`src/rtl/cpu_pkg.sv`:
```
// Shared types for the 8-bit bus CPU: control word, opcodes and micro-step numbers.
// Latency: none, types and constants only.
// Backpressure: not applicable.
package cpu_pkg;

    // One strobe per bus client; first field is the MSB of the packed word.
    typedef struct packed {
        logic hlt;
        logic mar_in;
        logic ram_in;
        logic ram_out;
        logic ir_in;
        logic ir_out;
        logic a_in;
        logic a_out;
        logic b_in;
        logic alu_out;
        logic alu_sub;
        logic flags_in;
        logic out_in;
        logic pc_inc;
        logic pc_out;
        logic pc_jump;
    } ctrl_t;

    typedef enum logic [3:0] {
        OP_NOP = 4'h0,
        OP_LDA = 4'h1,
        OP_ADD = 4'h2,
        OP_SUB = 4'h3,
        OP_STA = 4'h4,
        OP_LDI = 4'h5,
        OP_JMP = 4'h6,
        OP_JC  = 4'h7,
        OP_JZ  = 4'h8,
        OP_OUT = 4'hE,
        OP_HLT = 4'hF
    } opcode_e;

    localparam int T0 = 0;
    localparam int T1 = 1;
    localparam int T2 = 2;
    localparam int T3 = 3;
    localparam int T4 = 4;

endpackage

```
`src/rtl/microcode_rom.sv`:
```
// Microcode table: (opcode, step, carry, zero) -> control word.
// Latency: purely combinational.
// Backpressure: none; the caller decides when the step advances.
module microcode_rom
    import cpu_pkg::*;
#(
    parameter int OPCODE_W = 4,
    parameter int STEP_W   = 3
) (
    input  logic [OPCODE_W-1:0] opcode,
    input  logic [STEP_W-1:0]   step,
    input  logic                carry,
    input  logic                zero,
    output ctrl_t               ctrl
);

    logic is_t0;
    logic is_t1;
    logic is_t2;
    logic is_t3;
    logic is_t4;

    assign is_t0 = (step == STEP_W'(T0));
    assign is_t1 = (step == STEP_W'(T1));
    assign is_t2 = (step == STEP_W'(T2));
    assign is_t3 = (step == STEP_W'(T3));
    assign is_t4 = (step == STEP_W'(T4));

    // Fetch is shared by every opcode; execute words follow the opcode table.
    // Steps past T4 and undefined opcodes produce an empty word.
    always_comb begin
        ctrl = '0;
        if (is_t0) begin
            ctrl.pc_out = 1'b1;
            ctrl.mar_in = 1'b1;
        end else if (is_t1) begin
            ctrl.ram_out = 1'b1;
            ctrl.ir_in   = 1'b1;
            ctrl.pc_inc  = 1'b1;
        end else begin
            case (opcode)
                OPCODE_W'(OP_LDA): begin
                    if (is_t2) begin
                        ctrl.ir_out = 1'b1;
                        ctrl.mar_in = 1'b1;
                    end
                    if (is_t3) begin
                        ctrl.ram_out = 1'b1;
                        ctrl.a_in    = 1'b1;
                    end
                end
                OPCODE_W'(OP_ADD), OPCODE_W'(OP_SUB): begin
                    if (is_t2) begin
                        ctrl.ir_out = 1'b1;
                        ctrl.mar_in = 1'b1;
                    end
                    if (is_t3) begin
                        ctrl.ram_out = 1'b1;
                        ctrl.b_in    = 1'b1;
                    end
                    if (is_t4) begin
                        ctrl.alu_out  = 1'b1;
                        ctrl.a_in     = 1'b1;
                        ctrl.flags_in = 1'b1;
                        ctrl.alu_sub  = (opcode == OPCODE_W'(OP_SUB));
                    end
                end
                OPCODE_W'(OP_STA): begin
                    if (is_t2) begin
                        ctrl.ir_out = 1'b1;
                        ctrl.mar_in = 1'b1;
                    end
                    if (is_t3) begin
                        ctrl.a_out  = 1'b1;
                        ctrl.ram_in = 1'b1;
                    end
                end
                OPCODE_W'(OP_LDI): begin
                    if (is_t2) begin
                        ctrl.ir_out = 1'b1;
                        ctrl.a_in   = 1'b1;
                    end
                end
                OPCODE_W'(OP_JMP): begin
                    if (is_t2) begin
                        ctrl.ir_out  = 1'b1;
                        ctrl.pc_jump = 1'b1;
                    end
                end
                OPCODE_W'(OP_JC): begin
                    if (is_t2 && carry) begin
                        ctrl.ir_out  = 1'b1;
                        ctrl.pc_jump = 1'b1;
                    end
                end
                OPCODE_W'(OP_JZ): begin
                    if (is_t2 && zero) begin
                        ctrl.ir_out  = 1'b1;
                        ctrl.pc_jump = 1'b1;
                    end
                end
                OPCODE_W'(OP_OUT): begin
                    if (is_t2) begin
                        ctrl.a_out  = 1'b1;
                        ctrl.out_in = 1'b1;
                    end
                end
                OPCODE_W'(OP_HLT): begin
                    if (is_t2) begin
                        ctrl.hlt = 1'b1;
                    end
                end
                default: ;
            endcase
        end
    end

endmodule

```
`src/rtl/microcode_sequencer.sv`:
```
// CPU control unit: steps each instruction through fetch/execute, with halt and illegal-op latches.
// Latency: ctrl is combinational from the registered step; step/halted/illegal move on enabled clk edges.
// Backpressure: step_en low freezes all state; once halted, step_en is ignored until reset.
module microcode_sequencer
    import cpu_pkg::*;
#(
    parameter int OPCODE_W  = 4,
    parameter int DATA_W    = 8,
    parameter int STEPS     = 5,
    parameter int EARLY_END = 1
) (
    input  logic                     clk,
    input  logic                     rst_n,
    input  logic                     step_en,
    input  logic [DATA_W-1:0]        instr,
    input  logic                     carry,
    input  logic                     zero,
    output ctrl_t                    ctrl,
    output logic [$clog2(STEPS)-1:0] step,
    output logic                     halted,
    output logic                     illegal
);

    localparam int STEP_W = $clog2(STEPS);

    logic [OPCODE_W-1:0] opcode;
    logic [STEP_W-1:0]   step_ahead;
    logic [STEP_W-1:0]   step_next;
    ctrl_t               word_now;
    ctrl_t               word_ahead;
    logic                at_t2;
    logic                is_last;
    logic                early_done;
    logic                op_hlt;
    logic                op_illegal;
    logic                unused_operand;

    // The operand field is consumed by the datapath over the bus, never here.
    assign opcode         = instr[DATA_W-1 -: OPCODE_W];
    assign unused_operand = ^instr[DATA_W-OPCODE_W-1:0];

    assign step_ahead = step + STEP_W'(1);
    assign at_t2      = (step == STEP_W'(T2));
    assign is_last    = (step == STEP_W'(STEPS - 1));
    assign op_hlt     = (opcode == OPCODE_W'(OP_HLT));

    microcode_rom #(
        .OPCODE_W (OPCODE_W),
        .STEP_W   (STEP_W)
    ) u_rom_now (
        .opcode (opcode),
        .step   (step),
        .carry  (carry),
        .zero   (zero),
        .ctrl   (word_now)
    );

    // Lookahead copy: an empty word at step+1 means the instruction is finished.
    // A wrapped step_ahead only happens on the last step, where we wrap anyway.
    microcode_rom #(
        .OPCODE_W (OPCODE_W),
        .STEP_W   (STEP_W)
    ) u_rom_ahead (
        .opcode (opcode),
        .step   (step_ahead),
        .carry  (carry),
        .zero   (zero),
        .ctrl   (word_ahead)
    );

    // Opcodes without a microcode entry execute as NOP but get flagged.
    always_comb begin
        case (opcode)
            OPCODE_W'(OP_NOP), OPCODE_W'(OP_LDA), OPCODE_W'(OP_ADD), OPCODE_W'(OP_SUB),
            OPCODE_W'(OP_STA), OPCODE_W'(OP_LDI), OPCODE_W'(OP_JMP), OPCODE_W'(OP_JC),
            OPCODE_W'(OP_JZ),  OPCODE_W'(OP_OUT), OPCODE_W'(OP_HLT): op_illegal = 1'b0;
            default:                                                 op_illegal = 1'b1;
        endcase
    end

    // Next step: wrap after the last step, or return early once the remaining words are empty.
    always_comb begin
        early_done = (EARLY_END != 0) && (step >= STEP_W'(T2)) && (word_ahead == '0);
        if (is_last || early_done) begin
            step_next = '0;
        end else begin
            step_next = step_ahead;
        end
    end

    // Step counter and sticky latches; HLT parks the sequencer on T2 until reset.
    always_ff @(posedge clk or negedge rst_n) begin
        if (!rst_n) begin
            step    <= '0;
            halted  <= 1'b0;
            illegal <= 1'b0;
        end else if (step_en && !halted) begin
            if (at_t2 && op_hlt) begin
                halted <= 1'b1;
            end else begin
                step <= step_next;
            end
            if (at_t2 && op_illegal) begin
                illegal <= 1'b1;
            end
        end
    end

    // While halted only the hlt strobe is driven, whatever the instruction register holds.
    always_comb begin
        ctrl = word_now;
        if (halted) begin
            ctrl     = '0;
            ctrl.hlt = 1'b1;
        end
    end

endmodule

```
`config.mk`:
```
export PLATFORM = sky130hd
export DESIGN_NAME = microcode_sequencer
export DESIGN_NICKNAME = d
export VERILOG_FILES = /design/src/rtl/cpu_pkg.sv /design/src/rtl/microcode_rom.sv /design/src/rtl/microcode_sequencer.sv
export SDC_FILE = /design/constraint.sdc
export NUM_CORES = 1
export LEC_CHECK = 0
export BUFFER_PORTS_ARGS = -buffer_cell sky130_fd_sc_hd__buf_2
export CAP_MARGIN = 20
export CORE_AREA = 2 2 40 49
export DETAILED_ROUTE_END_ITERATION = 16
export DIE_AREA = 0 0 42 51
export HOLD_SLACK_MARGIN = 0.03
export PLACE_DENSITY = 0.77
export SYNTH_ARGS = -nofsm -noshare
export SYNTH_HDL_FRONTEND = slang
export SYNTH_SLANG_ARGS = --single-unit
export TNS_END_PERCENT = 10
```
`constraint.sdc`:
```
create_clock -name clk -period 5.5 [get_ports clk]
set_input_delay 0.825 -clock clk [delete_from_list [all_inputs] [get_ports clk]]
set_output_delay 0.825 -clock clk [all_outputs]
set_load 0.01 [all_outputs]
```
======== Word-level counts from Yosys, hierarchy flattened ========
Memories as Yosys holds them, arrays and structs flattened.
Cells that the tools add are included.
word-level totals
  register bits after elaboration ......... 5
  ROM bits ................................ 16
  input bits .............................. 13
  output and inout port bits .............. 21
  logic and storage cells ................. 101
  memories ................................ 1
cells by class
  add/sub/neg operators ................... 1
  magnitude comparators ................... 1
  eq/ne operators ......................... 18
  muxes and demuxes ....................... 56
  bitwise gates (word level) .............. 1
  reductions and logical operators ........ 20
memory list
  name              depth  width  read ports  clocked after memory_dff  wr ports  line                       text
  (name not given)  16     1      1           0                         0         microcode_sequencer.sv:73  case (opcode)
operators by type and width
  operator               count
  $mux W1                34
  $mux W12               2
  $eq A4 B3 Y1 const B   4
  $logic_not A16 Y1      1
  $mux W16               1
  $mux W8                2
  $mux W3                5
  $eq A3 B2 Y1 const B   4
  $eq A4 B4 Y1 const B   3
  $pmux W1 S3            4
  $eq A4 B2 Y1 const B   2
  $logic_and A1 B1 Y1    8
  $mux W4                2
  $pmux W1 S4            2
  $eq A3 B1 Y1 const B   2
  $eq A3 B3 Y1 const B   2
  $logic_not A3 Y1       2
  $reduce_and A2 Y1      3
  $reduce_or A5 Y1       1
  $eq A4 B1 Y1 const B   1
  $mux W2                2
  $pmux W1 S2            2
  $reduce_or A4 Y1       1
  $add A3 B1 Y3 const B  1
  6 further kinds        6

======== Logic depth before layout (Yosys ltp) ========
Gate-level depths: netlist (run 1).
  word-level depth ........................ 11
  mapped depth ............................ 6
  mapped depth without buffers ............ 6

======== Hierarchy ========
From an unflattened synthesis (run 1), not the netlist that was laid out.
unflattened totals
  cells, all modules ...................... 153
  area total of the unflattened synthesis .. 1174.9 µm²
modules (own cells, without submodules)
  module               times used  cells each  area an instance (µm²)
  microcode_rom        2           47          341.6
  microcode_sequencer  1           59          491.7

======== Least setup slack after synthesis (run 1) ========
Ideal clock, no wire load.
  kind .................................... reg-to-output
  from .................................... register step[0]
  to ...................................... output ctrl[8] (netlist name)
  data arrival time ....................... 1.914 ns
  data required time ...................... 4.675 ns
  slack ................................... 2.761 ns
  cell stages (with the launch flop) ...... 7
  cells stage by stage .................... dfrtp_1 > inv_1 > ha_1 > nand2b_4 > or3_1 > nor4_1 > or2_2
RTL lines
  what                      line                        text
  start: declaration        microcode_sequencer.sv:19   output logic [$clog2(STEPS)-1:0] step,
  start signal: assignment  microcode_sequencer.sv:101  step <= step_next;
  end: declaration          microcode_sequencer.sv:18   output ctrl_t ctrl,

==> flow_summary.ini, run 1 <==
[run_status]
status = complete, no violations

[clock_tree]
cts-resized-gates = 0
cts_max_path_buffers = 2
numCtsBuffers = 3
clock_latency_ns = 0.24
cts.htree.levels = 1
cts_root_buffer = sky130_fd_sc_hd__clkbuf_4
post_cts_buffers = 0
cts.clk_slew.worst_paths_ns = 0.05
tritoncts = built
hold_buffers = 0
clock_sinks = 5

[global_routing]
grt_first_pass_wirelength_um = 3280
maximum_number_of_pins_on_one_net_before_global_route_repair = 20
first_global_vias = 796
grt.overflow.total = 0
antenna_violations_before_repair = 0
global_route.usage.total_pct = 19.1

[sta]
timing.final.setup_violations = 0
timing.final.crit_share_pct = 53.9
hold_violations = 0
setup_total_negative_slack_ns = 0
finalMaxSlewViolations = 0
timing.fmax_mhz = 337
worstMarginPinSlew_ns = 0.545
slew-limit-headroom_pct = 63.6
setup_repair_after_global_routing_missed_its_margin = no
min_period_ns = 2.97
worst_clock_skew_ns = 0.00322
setup_ws_ns = 2.53

[critical_path]
setup.worst_path.start_class = flip-flop
cp_data_arrival_time_ns = 2.14
startpoint = step[0]
cp.required_ns = 4.68
critical_path_class = flip-flop to primary output
rr_endpoint = step[0]
worst_reg_to_reg_path_cell_count = 6
r2r_slack_ns = 3.15
critical_path_sink = ctrl[8]
regToRegStartpoint = step[0]
cp_max_fo = 7
crit_path_end_kind = primary output

[placement]
numPortBuffers = 29
gp_routability_congestion = 0.894
detailed_place_hpwl_um = 1550
dpl_worst_slack_ns = 2.79

[drt]
detail_route.first_pass.iterations = 4
vias_cell = 5.81
postRouteAntennaNets = 0
detailed_route_wire_length_um = 1990
drt-initial-drc-count = 15
route.detailed.drc = 0
vias = 872
wire_per_inst_um = 13.3

[final_layout]
post_route_cells_drive_above_1_share_pct = 30.5
final_net_count = 151
final_common_cell = sky130_fd_sc_hd__buf_2
antenna_cells_inserted = 0
layout_common_cells = sky130_fd_sc_hd__buf_2 (29), sky130_fd_sc_hd__nand2_1 (17), sky130_fd_sc_hd__inv_1 (7), sky130_fd_sc_hd__nor2_1 (6), sky130_fd_sc_hd__ha_1 (6)
fillCellCount = 167
area_growth_syn_to_layout_pct = 20.0

[synthesis]
sequential_share_of_the_synthesized_area_pct = 15.7
syn_nets = 124
yosys_register_bits = 5
synth.lib_cells_used.distinct = 45
synth-edff-count = 0
netlist_area_sq_um = 795
synth_cells = 105
async_reset_ff_share_pct = 100
synthFlopType = sky130_fd_sc_hd__dfrtp_1
yosys_warnings = 0
synthesis.area_per_instance_sq_um = 7.57

[die]
core_sq_um = 1720
rows = 17
die-area_sq_um = 2140
ios = 34
die_w_um = 42
die_h_um = 51
floorplan.initialDensity_pct = 46.1

[flow_run]
maxCapViolations = 0

[power]
powerDensity_nw_per_um2 = 103
ir_drop_mv = 0.116
power_leakage_nw = 0.479

[worst_hold_path]
worst_hold_path_type = input pin to asynchronous set/reset pin
-- sequential cells by signal, indices dropped and copies added, names as in the netlist --
register,cells
halted,1
illegal,1
step,3
-- cell type report --
type                       instances  area (sq um)  area share [%]
sequential                         5           125            13.1
timing repair buffer              29           145            15.2
inverter                           7          26.3            2.76
multi-input combinational         86           607            63.6
clock buffer                       4          26.3            2.76
tap                               19          23.8            2.49
-- Yosys cell counts, types with 2 or more instances --
| cell type | instances | area [sq um] |
|---|---|---|
| sky130_fd_sc_hd__o21bai_1 | 2 | 15.0 |
| sky130_fd_sc_hd__nor2b_1 | 2 | 12.5 |
| sky130_fd_sc_hd__buf_2 | 2 | 10.0 |
| sky130_fd_sc_hd__and2_1 | 4 | 25.0 |
| sky130_fd_sc_hd__ha_1 | 6 | 75.1 |
| sky130_fd_sc_hd__o21ai_0 | 5 | 25.0 |
| sky130_fd_sc_hd__dfrtp_1 | 5 | 125 |
| sky130_fd_sc_hd__clkbuf_1 | 3 | 11.3 |
| sky130_fd_sc_hd__nand2b_1 | 2 | 12.5 |
| sky130_fd_sc_hd__nand3_1 | 2 | 10.0 |
| sky130_fd_sc_hd__nor3_1 | 4 | 20.0 |
| sky130_fd_sc_hd__buf_4 | 2 | 15.0 |
| sky130_fd_sc_hd__and3b_1 | 2 | 17.5 |
| sky130_fd_sc_hd__o22ai_1 | 2 | 12.5 |
| sky130_fd_sc_hd__inv_1 | 7 | 26.3 |
| sky130_fd_sc_hd__o31ai_1 | 2 | 15.0 |
| sky130_fd_sc_hd__nand2_1 | 17 | 63.8 |
| sky130_fd_sc_hd__nor2_1 | 6 | 22.5 |
| sky130_fd_sc_hd__nor4_1 | 2 | 12.5 |
| sky130_fd_sc_hd__or3_1 | 3 | 18.8 |
-- logic make-up after synthesis --
| kind of cell | Yosys count | share of synthesized area (%) |
|---|---|---|
| AOI/OAI and AO/OA | 23 | 25.4 |
| adders and majority gates | 6 | 9.45 |
| DFF | 5 | 15.7 |
| and+or+nand+nor | 56 | 40.3 |
| buffers and inverters | 14 | 7.87 |
| muxes | 1 | 1.26 |
-- critical path, stage by stage (launching register included) --
cell and delay [ns]:
sky130_fd_sc_hd__dfrtp_1 0.46, sky130_fd_sc_hd__inv_1 0.12, sky130_fd_sc_hd__ha_1 0.27, sky130_fd_sc_hd__nand2b_4 0.11, sky130_fd_sc_hd__or3_1 0.34, sky130_fd_sc_hd__nor4_1 0.33, sky130_fd_sc_hd__or2_2 0.17, sky130_fd_sc_hd__buf_2 0.12
-- worst min-delay path by stage --
| stage | end | slack [ns] | start |
|---|---|---|---|
| 2_1_floorplan | illegal | 0.51 | illegal |
| 3_3_place_gp | illegal | 0.45 | illegal |
| 3_5_place_dp | illegal | 0.45 | illegal |
| 4_1_cts | illegal | 0.39 | rst_n |
| 5_1_grt | step[1] | 0.39 | rst_n |
| 6_report | step[1] | 0.39 | rst_n |
-- layer usage --
metal / share of wire, % / wire [um] / vias to the layer above / track usage [%]
met5: 0 / 0 / - / 0
met4: 0.70 / 14 / 0 / 6.45
met3: 4.4 / 87 / 2 / 2.47
met2: 53 / 1050 / 24 / 34.9
met1: 42 / 835 / 411 / 22.7
li1: - / - / 435 / -
-- metrics by stage --
stage	cell area, sq um	power (mW)	std cells	util, %	hold slack [ns]
floorplan	795	0.0497	105	-	0.512
global placement	927	0.0560	146	53.8	0.449
detailed placement	927	0.0563	146	53.8	0.450
CTS	953	0.0993	150	55.3	0.386
global route	953	0.103	150	55.3	0.389
finish	953	0.0979	150	55.3	0.392
-- report_power, final --
group          switching (mW)  total [mW]  internal (mW)  leakage [nW]
sequential                  0      0.0369         0.0369        0.0647
combinational          0.0119      0.0190        0.00713         0.399
clock                  0.0145      0.0419         0.0274        0.0150
Note: power is estimated with default switching activity, not from simulation.
==> inputs of run 2 (changes only) <==
--- a/config.mk
+++ b/config.mk
@@ -7,11 +7,11 @@
 export LEC_CHECK = 0
 export BUFFER_PORTS_ARGS = -buffer_cell sky130_fd_sc_hd__buf_2
 export CAP_MARGIN = 20
-export CORE_AREA = 2 2 40 49
+export CORE_AREA = 2 2 41 51
 export DETAILED_ROUTE_END_ITERATION = 16
-export DIE_AREA = 0 0 42 51
+export DIE_AREA = 0 0 43 53
 export HOLD_SLACK_MARGIN = 0.03
-export PLACE_DENSITY = 0.77
+export PLACE_DENSITY = 0.72
 export SYNTH_ARGS = -nofsm -noshare
 export SYNTH_HDL_FRONTEND = slang
 export SYNTH_SLANG_ARGS = --single-unit
==> constraint.sdc (replaced) <==
create_clock -name clk -period 3.05 [get_ports clk]
set_input_delay 0.4575 -clock clk [delete_from_list [all_inputs] [get_ports clk]]
set_output_delay 0.4575 -clock clk [all_outputs]
set_load 0.01 [all_outputs]
==> run 2 against run 1 <==
  * Register-to-register slack lost 2.3 ns
  * Critical path depth is the same
  * Power rose by 83%
  * Setup slack worse by 2.1 ns
  * Die area increased by 6.4%
  * Critical endpoint unchanged
==> flow_summary.ini, run 2 (synthesized netlist as in run 1, its figures left out) <==
[critical_path]
r2r_slack_ns = 0.80
path_buf_inv = 2
cp_max_fo = 7
regToRegStartpoint = step[0]
startpoint = step[0]
worst_path_dominant_cell_family = simple AND/OR/NAND/NOR gates
setup.worst_path.start_class = flip-flop
critical_path_class = flip-flop to primary output
critical_path_sink = ctrl[8]
worst_reg_to_reg_path_cell_count = 6
cp.required_ns = 2.59
cpMaxStageDelayCell = sky130_fd_sc_hd__dfrtp_1
timing.critical_path.cells = inv_1 > ha_1 > nand2b_4 > or3_1 > nor4_1 > or2_2 > buf_2
rr_endpoint = step[0]
timing.critical_path.depth = 7
crit_path_end_kind = primary output
worst_path_largest_cell_delay_ns = 0.45
cp_data_arrival_time_ns = 2.13

[power]
ir_drop_mv = 0.238
power_leakage_nw = 0.483
p_total_mw = 0.179
powerDensity_nw_per_um2 = 186

[final_layout]
top_register = step
largest_registers = step (3), halted (1), illegal (1)
fillCellCount = 180
area_growth_syn_to_layout_pct = 21.3
layout_common_cells = sky130_fd_sc_hd__buf_2 (29), sky130_fd_sc_hd__nand2_1 (17), sky130_fd_sc_hd__inv_1 (7), sky130_fd_sc_hd__nor2_1 (6), sky130_fd_sc_hd__ha_1 (6)
final_common_cell = sky130_fd_sc_hd__buf_2
largest_register_ffs = 3
final_net_count = 152
multi_input_comb_area_sq_um = 607
antenna_cells_inserted = 0
post_route_cells_drive_above_1_share_pct = 30.3
seqCellArea_sq_um = 125

[clock_tree]
cts_root_buffer = sky130_fd_sc_hd__clkbuf_4
cts.htree.levels = 1
numCtsBuffers = 3
cts-resized-gates = 0
clock_sinks = 5
clock_latency_ns = 0.24
cts_max_path_buffers = 2
tritoncts = built
cts.clk_slew.worst_paths_ns = 0.04

[global_routing]
grt_first_pass_wirelength_um = 3120
global_route.usage.total_pct = 17.5
grt.busiest_layer = met2
grt.overflow.total = 0
grt.met2_usage_pct = 31.3
maximum_number_of_pins_on_one_net_before_global_route_repair = 20
first_global_vias = 689
antenna_violations_before_repair = 0
gr-usage-met1_pct = 21.0
grt_use_met3_pct = 4.78

[placement]
gp_routability_congestion = 0.907
numPortBuffers = 29
detailed_place_hpwl_um = 1510

[drt]
detailed_route_wire_length_um = 1960
postRouteAntennaNets = 0
drt-initial-drc-count = 23
detail_route.first_pass.iterations = 4
route.detailed.drc = 0
wire_per_inst_um = 12.9
vias = 851
vias_cell = 5.64

[die]
core_sq_um = 1790
die_w_um = 43
floorplan.initialDensity_pct = 44.5
ios = 34
rows = 17
die-area_sq_um = 2280
die_h_um = 53

[sta]
timing.final.setup_violations = 0
timing.final.crit_share_pct = 84.7
hold_violations = 0
worstMarginPinSlew_ns = 0.531
timing.fmax_mhz = 387
setup_repair_after_global_routing_missed_its_margin = no
finalMaxSlewViolations = 0
slew-limit-headroom_pct = 64.5
min_period_ns = 2.58
worst_clock_skew_ns = 0.00313
setup_total_negative_slack_ns = 0

[flow_run]
maxCapViolations = 0

[worst_hold_path]
worst_hold_path_type = flip-flop to flip-flop

[run_status]
status = complete, no violations
[run 2: metrics by stage]
stage	utilization [%]	std cells	hold WS (ns)	cell area [sq um]	setup slack, ns
2_1_floorplan	-	105	0.162	795	0.679
3_3_place_gp	51.9	146	0.272	927	0.784
3_5_place_dp	51.9	146	0.276	927	0.755
4_1_cts	53.9	151	0.454	963	0.488
5_1_grt	53.9	151	0.472	963	0.280
6_report	53.9	151	0.461	963	0.467
[run 2: what timing repair did]
| action | CTS | global route |
|---|---|---|
| hold endpoints to repair | 5 | 0 |
| buffers inserted | 0 | 0 |
| hold buffers | 1 | 0 |
[run 2: worst min path at each step]
stage          endpoint  cells past startpoint  slack, ns  startpoint
3_5_place_dp    illegal                      1       0.28       rst_n
3_3_place_gp     halted                      1       0.27       rst_n
2_1_floorplan    halted                      0       0.16       rst_n
4_1_cts          halted                      3       0.45     step_en
5_1_grt          halted                      3       0.47     step_en
6_report        illegal                      1       0.46     illegal
[run 2: routing by layer]
metal,wire (um),up-vias
li1,-,433
met3,100,0
met2,968,27
met5,0,-
met4,0,0
met1,886,391
[run 2: report_power, final]
part | switching (mW) | total, mW | internal, mW | leakage [nW]
combinational | 0.0218 | 0.0355 | 0.0137 | 0.403
clock | 0.0274 | 0.0769 | 0.0495 | 0.0150
sequential | 0 | 0.0666 | 0.0666 | 0.0647
total | 0.0492 | 0.179 | 0.130 | 0.483
[run 2: layout make-up]
cell class                      count  area share (%)
Multi-Input combinational cell     86            63.0
Timing Repair Buffer               30            16.1
Inverter                            7            2.73
Tap cell                           19            2.47
Clock buffer                        4            2.73
Sequential cell                     5            13.0
